[src/rtl/rec_bank_arb.sv]
// Four-bank reconstruction-memory arbiter between rec write-back (wr), prediction read (pre) and
// entropy-coder read (ec). Define REC_ARB_OUT_REG_EN to add an output register stage (read latency 2).
module rec_bank_arb #(
  parameter int AW         = 7,
  parameter int DW         = 128,
  parameter int STARVE_MAX = 4
) (
  input  logic            clk,
  input  logic            rst,
  input  logic            wr_req_i,
  input  logic [1:0]      wr_bank_i,
  input  logic [AW-1:0]   wr_addr_i,
  input  logic [DW-1:0]   wr_data_i,
  output logic            wr_ack_o,
  input  logic            pre_req_i,
  input  logic [1:0]      pre_bank_i,
  input  logic [AW-1:0]   pre_addr_i,
  output logic            pre_ack_o,
  output logic            pre_vld_o,
  output logic [DW-1:0]   pre_data_o,
  input  logic            ec_req_i,
  input  logic [1:0]      ec_bank_i,
  input  logic [AW-1:0]   ec_addr_i,
  output logic            ec_ack_o,
  output logic            ec_vld_o,
  output logic [DW-1:0]   ec_data_o,
  output logic [3:0]      mem_en_o,
  output logic [3:0]      mem_we_o,
  output logic [4*AW-1:0] mem_addr_o,
  output logic [4*DW-1:0] mem_wdata_o,
  input  logic [4*DW-1:0] mem_rdata_i
);

  localparam logic [3:0] STV_MAX = 4'(STARVE_MAX);

  typedef enum logic [1:0] {
    GNT_NONE = 2'd0,
    GNT_WR   = 2'd1,
    GNT_PRE  = 2'd2,
    GNT_EC   = 2'd3
  } gnt_e;

  // Forced readers beat wr (pre first); otherwise wr, then round-robin between the readers.
  function automatic gnt_e pick_winner(input logic w, input logic p, input logic e,
                                       input logic pf, input logic ef, input logic rr);
    gnt_e g;
    if (p && pf) begin
      g = GNT_PRE;
    end else if (e && ef) begin
      g = GNT_EC;
    end else if (w) begin
      g = GNT_WR;
    end else if (p && e) begin
      g = rr ? GNT_EC : GNT_PRE;
    end else if (p) begin
      g = GNT_PRE;
    end else if (e) begin
      g = GNT_EC;
    end else begin
      g = GNT_NONE;
    end
    return g;
  endfunction

  logic [3:0]    w_s, p_s, e_s;
  gnt_e          gnt_s [4];
  logic          pre_forced_s, ec_forced_s;
  logic          pre_wr_blk_s, ec_wr_blk_s;
  logic [3:0]    rr_q, rr_d;
  logic [3:0]    pre_stv_q, pre_stv_d, ec_stv_q, ec_stv_d;
  logic          pre_vld_q, pre_vld_d, ec_vld_q, ec_vld_d;
  logic [1:0]    pre_bank_q, pre_bank_d, ec_bank_q, ec_bank_d;
  logic [DW-1:0] pre_rd_s, ec_rd_s;

  assign w_s = wr_req_i  ? (4'b0001 << wr_bank_i)  : 4'b0000;
  assign p_s = pre_req_i ? (4'b0001 << pre_bank_i) : 4'b0000;
  assign e_s = ec_req_i  ? (4'b0001 << ec_bank_i)  : 4'b0000;

  assign pre_forced_s = (pre_stv_q == STV_MAX);
  assign ec_forced_s  = (ec_stv_q == STV_MAX);

  always_comb begin
    for (int b = 0; b < 4; b++) begin
      if (rst) begin
        gnt_s[b] = GNT_NONE;
      end else begin
        gnt_s[b] = pick_winner(w_s[b], p_s[b], e_s[b], pre_forced_s, ec_forced_s, rr_q[b]);
      end
    end
  end

  always_comb begin
    wr_ack_o     = 1'b0;
    pre_ack_o    = 1'b0;
    ec_ack_o     = 1'b0;
    mem_en_o     = 4'b0000;
    mem_we_o     = 4'b0000;
    mem_addr_o   = '0;
    mem_wdata_o  = '0;
    rr_d         = rr_q;
    pre_wr_blk_s = 1'b0;
    ec_wr_blk_s  = 1'b0;
    for (int b = 0; b < 4; b++) begin
      case (gnt_s[b])
        GNT_WR: begin
          wr_ack_o                = 1'b1;
          mem_en_o[b]             = 1'b1;
          mem_we_o[b]             = 1'b1;
          mem_addr_o[b*AW +: AW]  = wr_addr_i;
          mem_wdata_o[b*DW +: DW] = wr_data_i;
          // Only a refusal caused by wr counts towards starvation.
          pre_wr_blk_s            = pre_wr_blk_s | p_s[b];
          ec_wr_blk_s             = ec_wr_blk_s | e_s[b];
        end
        GNT_PRE: begin
          pre_ack_o              = 1'b1;
          mem_en_o[b]            = 1'b1;
          mem_addr_o[b*AW +: AW] = pre_addr_i;
          if (p_s[b] && e_s[b]) begin
            rr_d[b] = 1'b1;
          end else begin
            rr_d[b] = rr_q[b];
          end
        end
        GNT_EC: begin
          ec_ack_o               = 1'b1;
          mem_en_o[b]            = 1'b1;
          mem_addr_o[b*AW +: AW] = ec_addr_i;
          if (p_s[b] && e_s[b]) begin
            rr_d[b] = 1'b0;
          end else begin
            rr_d[b] = rr_q[b];
          end
        end
        default: begin
        end
      endcase
    end
  end

  always_comb begin
    if (!pre_req_i || pre_ack_o) begin
      pre_stv_d = 4'd0;
    end else if (pre_wr_blk_s && (pre_stv_q != STV_MAX)) begin
      pre_stv_d = pre_stv_q + 4'd1;
    end else begin
      pre_stv_d = pre_stv_q;
    end
    if (!ec_req_i || ec_ack_o) begin
      ec_stv_d = 4'd0;
    end else if (ec_wr_blk_s && (ec_stv_q != STV_MAX)) begin
      ec_stv_d = ec_stv_q + 4'd1;
    end else begin
      ec_stv_d = ec_stv_q;
    end
    pre_vld_d  = pre_ack_o;
    ec_vld_d   = ec_ack_o;
    pre_bank_d = pre_ack_o ? pre_bank_i : pre_bank_q;
    ec_bank_d  = ec_ack_o ? ec_bank_i : ec_bank_q;
  end

  always_ff @(posedge clk) begin
    if (rst) begin
      rr_q       <= 4'd0;
      pre_stv_q  <= 4'd0;
      ec_stv_q   <= 4'd0;
      pre_vld_q  <= 1'b0;
      ec_vld_q   <= 1'b0;
      pre_bank_q <= 2'd0;
      ec_bank_q  <= 2'd0;
    end else begin
      rr_q       <= rr_d;
      pre_stv_q  <= pre_stv_d;
      ec_stv_q   <= ec_stv_d;
      pre_vld_q  <= pre_vld_d;
      ec_vld_q   <= ec_vld_d;
      pre_bank_q <= pre_bank_d;
      ec_bank_q  <= ec_bank_d;
    end
  end

  assign pre_rd_s = pre_vld_q ? mem_rdata_i[pre_bank_q*DW +: DW] : '0;
  assign ec_rd_s  = ec_vld_q ? mem_rdata_i[ec_bank_q*DW +: DW] : '0;

`ifdef REC_ARB_OUT_REG_EN
  logic          pre_vld2_q, pre_vld2_d, ec_vld2_q, ec_vld2_d;
  logic [DW-1:0] pre_data2_q, pre_data2_d, ec_data2_q, ec_data2_d;

  always_comb begin
    pre_vld2_d  = pre_vld_q;
    ec_vld2_d   = ec_vld_q;
    pre_data2_d = pre_rd_s;
    ec_data2_d  = ec_rd_s;
  end

  always_ff @(posedge clk) begin
    if (rst) begin
      pre_vld2_q  <= 1'b0;
      ec_vld2_q   <= 1'b0;
      pre_data2_q <= '0;
      ec_data2_q  <= '0;
    end else begin
      pre_vld2_q  <= pre_vld2_d;
      ec_vld2_q   <= ec_vld2_d;
      pre_data2_q <= pre_data2_d;
      ec_data2_q  <= ec_data2_d;
    end
  end

  assign pre_vld_o  = pre_vld2_q & ~rst;
  assign ec_vld_o   = ec_vld2_q & ~rst;
  assign pre_data_o = (pre_vld2_q && !rst) ? pre_data2_q : '0;
  assign ec_data_o  = (ec_vld2_q && !rst) ? ec_data2_q : '0;
`else
  // Outputs are forced quiet while rst is high so an in-flight read is dropped immediately.
  assign pre_vld_o  = pre_vld_q & ~rst;
  assign ec_vld_o   = ec_vld_q & ~rst;
  assign pre_data_o = (pre_vld_q && !rst) ? pre_rd_s : '0;
  assign ec_data_o  = (ec_vld_q && !rst) ? ec_rd_s : '0;
`endif

endmodule

[config.mk]
export PLATFORM = sky130hd
export DESIGN_NAME = rec_bank_arb
export DESIGN_NICKNAME = d
export VERILOG_FILES = /design/src/rtl/rec_bank_arb.sv
export SDC_FILE = /design/constraint.sdc
export NUM_CORES = 1
export LEC_CHECK = 0
export CAP_MARGIN = 15
export CORE_AREA = 10 10 562 564
export DETAILED_ROUTE_END_ITERATION = 16
export DIE_AREA = 0 0 572 574
export HOLD_SLACK_MARGIN = 0.1
export SETUP_SLACK_MARGIN = 0.15
export SYNTH_ARGS = -nofsm -noshare
export SYNTH_HDL_FRONTEND = slang
export SYNTH_SLANG_ARGS = --single-unit
[constraint.sdc]
create_clock -name clk -period 2.75 [get_ports clk]
set_input_delay 0.4125 -clock clk [delete_from_list [all_inputs] [get_ports clk]]
set_output_delay 0.4125 -clock clk [all_outputs]
set_load 0.05 [all_outputs]
==> impl_metrics.csv <==
group,metric,value,unit
timing,min_period,3150,ps
final_layout,final_nets,3866,
grt,first_global_vias,22632,
synthesis,ys_types,59,
die,coreArea,305000,um^2
synthesis,synth_edf_count,0,
placement,place_hpwl,203,mm
timing,skew,6.60,ps
setup_path,startpoint,"ec_stv_q[1]",
cts,htree_levels,1,
final_layout,final_util,15.7,%
setup_path,cp-end-kind,"output port",
timing,period_share,115,%
final_layout,drive_gt1_share,64.4,%
synthesis,ys_seq_area_share,2.71,%
run,max_cap_viol_count,0,
routing,drc_errors,0,
synthesis,syn-num-nets,2146,
grt,groute.usage.overall,13.1,%
setup_path,worstPathRequired,2340,ps
grt,grt_max_degree,45,
power,total_power,0.00844,W
setup_path,start_kind,"flop",
setup_path,timing.rr.start,"pre_stv_q[1]",
timing,max_freq,317,MHz
grt,grt_pass1_wl,279,mm
cts,cts_buffers,3,
grt,grt_antenna_before_repair,106,
die,row_count,203,
synthesis,synth-async-reset-ratio,0,%
status,outcome,"finished with violations",
synthesis,synthTopCellsByArea,"mux4_2, and2_1, and3_1",
timing,fin_setup_tns,-89750,ps
cts,clk_latency,260,ps
timing,finalMaxSlewViolations,0,
placement,port_buffers,1480,
die,start_util,4.36,%
routing,first_pass_iters,5,
power,p_per_area,176,nW/um^2
routing,wl_per_cell,32.0,um
grt,overflow,0,
min_path,hp-start,"rr_q[2]",
timing,tightest_slew,847,ps
synthesis,syn_avg_cell_area,9.03,um^2
placement,post-place-ws,-1070,ps
synthesis,ys_ff_latch,18,
synthesis,syn_area,13300,um^2
synthesis,yosysWarnings,0,
die,pin_count,1481,
cts,clock_path_buffers,2,
routing,detail-route-antenna-nets,0,
timing,whs,513,ps
setup_path,crit_path_max_fanout,6,
min_path,hp-class,"reg -> reg",
setup_path,critPathArrivalTime,2740,ps
routing,dr_total_vias,21620,
die,die_h,574,um
status,violations,"negative setup slack",
routing,drt_wl_total,230,mm
cts,cts_root_buffer,"clkbuf_16",
timing,setup_violations,515,
timing,max-slew-margin-rel,43.4,%
power,p_leak,17.5,nW
synthesis,synth_area_leader_cell,"mux4_2",
setup_path,setup.worst_path.class,"reg -> out",
routing,drt_iter0_drc,1194,
cts,holdBufCountCts,0,
die,die_x,572,um
routing,viasPerCell,3.00,
timing,hold_viol,0,
synthesis,postSynthCellCount,1470,
synthesis,synth_ff_type,"dfxtp_1",
synthesis,synthDominantCellAreaShare,43.4,%
cts,path_clk_slew,60,ps
die,die_area,328000,um^2
cts,cts_tree,"done",
final_layout,syn2layout_area_growth,261,%
timing,rsz0062_at_grt,"true",
cts,cts.sinks,18,
placement,globalplace.congestion,0.922,
timing,worst_slack,-400,ps
power,max-vdd-ir-drop,0.167,mV
## routing by layer
layer  global-route usage [%]  vias up  wire length [um]
met2                     25.2     1448            124000
li1                         -     8983                 -
met4                     5.80       14             12100
met1                     12.5    10879             73200
met3                     4.34      296             20900
met5                        0        -                96
## registers in the layout, indices dropped and copies added, names as in the netlist
| name | cells |
|---|---|
| ec_bank_q | 2 |
| ec_stv_q | 4 |
| ec_vld_q | 1 |
| pre_bank_q | 2 |
| pre_stv_q | 4 |
| pre_vld_q | 1 |
| rr_q | 4 |
## path summary, 6_finish.rpt
path	slack, ps	cells past startpoint	end
min reg2reg	510	2	rr_q[2]
max	-400	13	mem_wdata_o[188]
max reg2reg	-130	19	ec_stv_q[1]
min	510	2	rr_q[2]
## cells by family after synthesis
kind of cell | after synthesis | share of synthesized area [%]
and+or+nand+nor | 884 | 41.2
adders and majority gates | 4 | 0.377
muxes | 288 | 45.9
AOI/OAI and AO/OA | 79 | 3.81
DFF | 18 | 2.71
xor gates and xnor gates | 4 | 0.264
buffers and inverters | 193 | 5.74
## through the flow
step,std cells,cell area (um^2)
2_1_floorplan,1470,13700
3_3_place_gp,7022,42600
3_5_place_dp,7022,42600
4_1_cts,7145,46200
5_1_grt,7201,47900
6_report,7205,47900
## cells in the mapped netlist (2+ instances only)
master and instances:
inv_1 7, nor2b_1 6, dfxtp_1 18, nor4_1 2, o211ai_1 2, and3b_1 3, nand3b_1 6, a21o_1 2
o21ai_0 31, o21bai_1 3, o21a_1 2, nor3_2 5, mux2i_1 32, o21ba_2 2, buf_2 24, a211oi_1 4
nand3_1 6, nand2b_1 2, a21oi_1 16, nand2_1 36, or2_2 3, clkbuf_1 137, nor2_1 15, a211o_1 2
buf_1 24, mux4_2 256, or4_1 2, and3_1 258, nor3b_1 3, nor3_1 8, and4b_1 2, xnor2_1 4
o211a_1 2, a31oi_1 3, nand4_1 2, and2_1 514, ha_1 4
## power by group
part	switching (W)	total (W)	internal (W)	leakage, nW
registers	0.0000223	0.000289	0.000267	0.151
logic	0.00404	0.00785	0.00381	17.3
clock network	0.000114	0.000308	0.000194	0.0387
total	0.00418	0.00844	0.00427	17.5
## layout make-up
| class | instances | area (um^2) |
|---|---|---|
| fillers | 33651 | 257000 |
| flip-flops and latches | 18 | 380 |
| well taps | 3997 | 5000 |
| clock buffers | 3 | 75.1 |
| diodes | 19 | 47.5 |
| repair buffers | 1901 | 28100 |
| multi-input cells | 1259 | 14300 |
| inverters | 7 | 26.3 |
| clock inverters | 1 | 3.75 |
## placed cells by master (no fill, tap or decap), types with 14 or more instances in the layout
cell type        synthesis  routed
and2_1                 514     261
mux2i_1                 32      24
o21ai_4                  0      14
buf_12                   0     835
nand2_1                 36      19
and3_1                 258      79
buf_4                    0     196
buf_16                   0      38
and3_4                   0     179
mux4_2                 256     256
diode_2                  0      19
clkdlybuf4s50_1          0     661
buf_8                    0      63
and2_2                   0      69
and2_4                   0     184
o21ai_2                  1      17
buf_6                    1      90
## critical path, stage by stage, from the launching register on
cell and delay, ps:
dfxtp_2 320, inv_2 60, ha_4 130, nand3b_1 150
a31o_1 250, a211o_1 310, nor3_4 240, buf_12 160
buf_12 90, buf_16 160, buf_12 150, clkbuf_16 140
and2_4 150, buf_12 130
## timing repair
action                     CTS  global route
buffers inserted            85            32
setup endpoints to repair  807           688
pin swaps                   23            37
resized for setup          506           317
cloned                      34            10
hold endpoints to repair     0             0
Note: power is estimated with default switching activity, not from simulation.
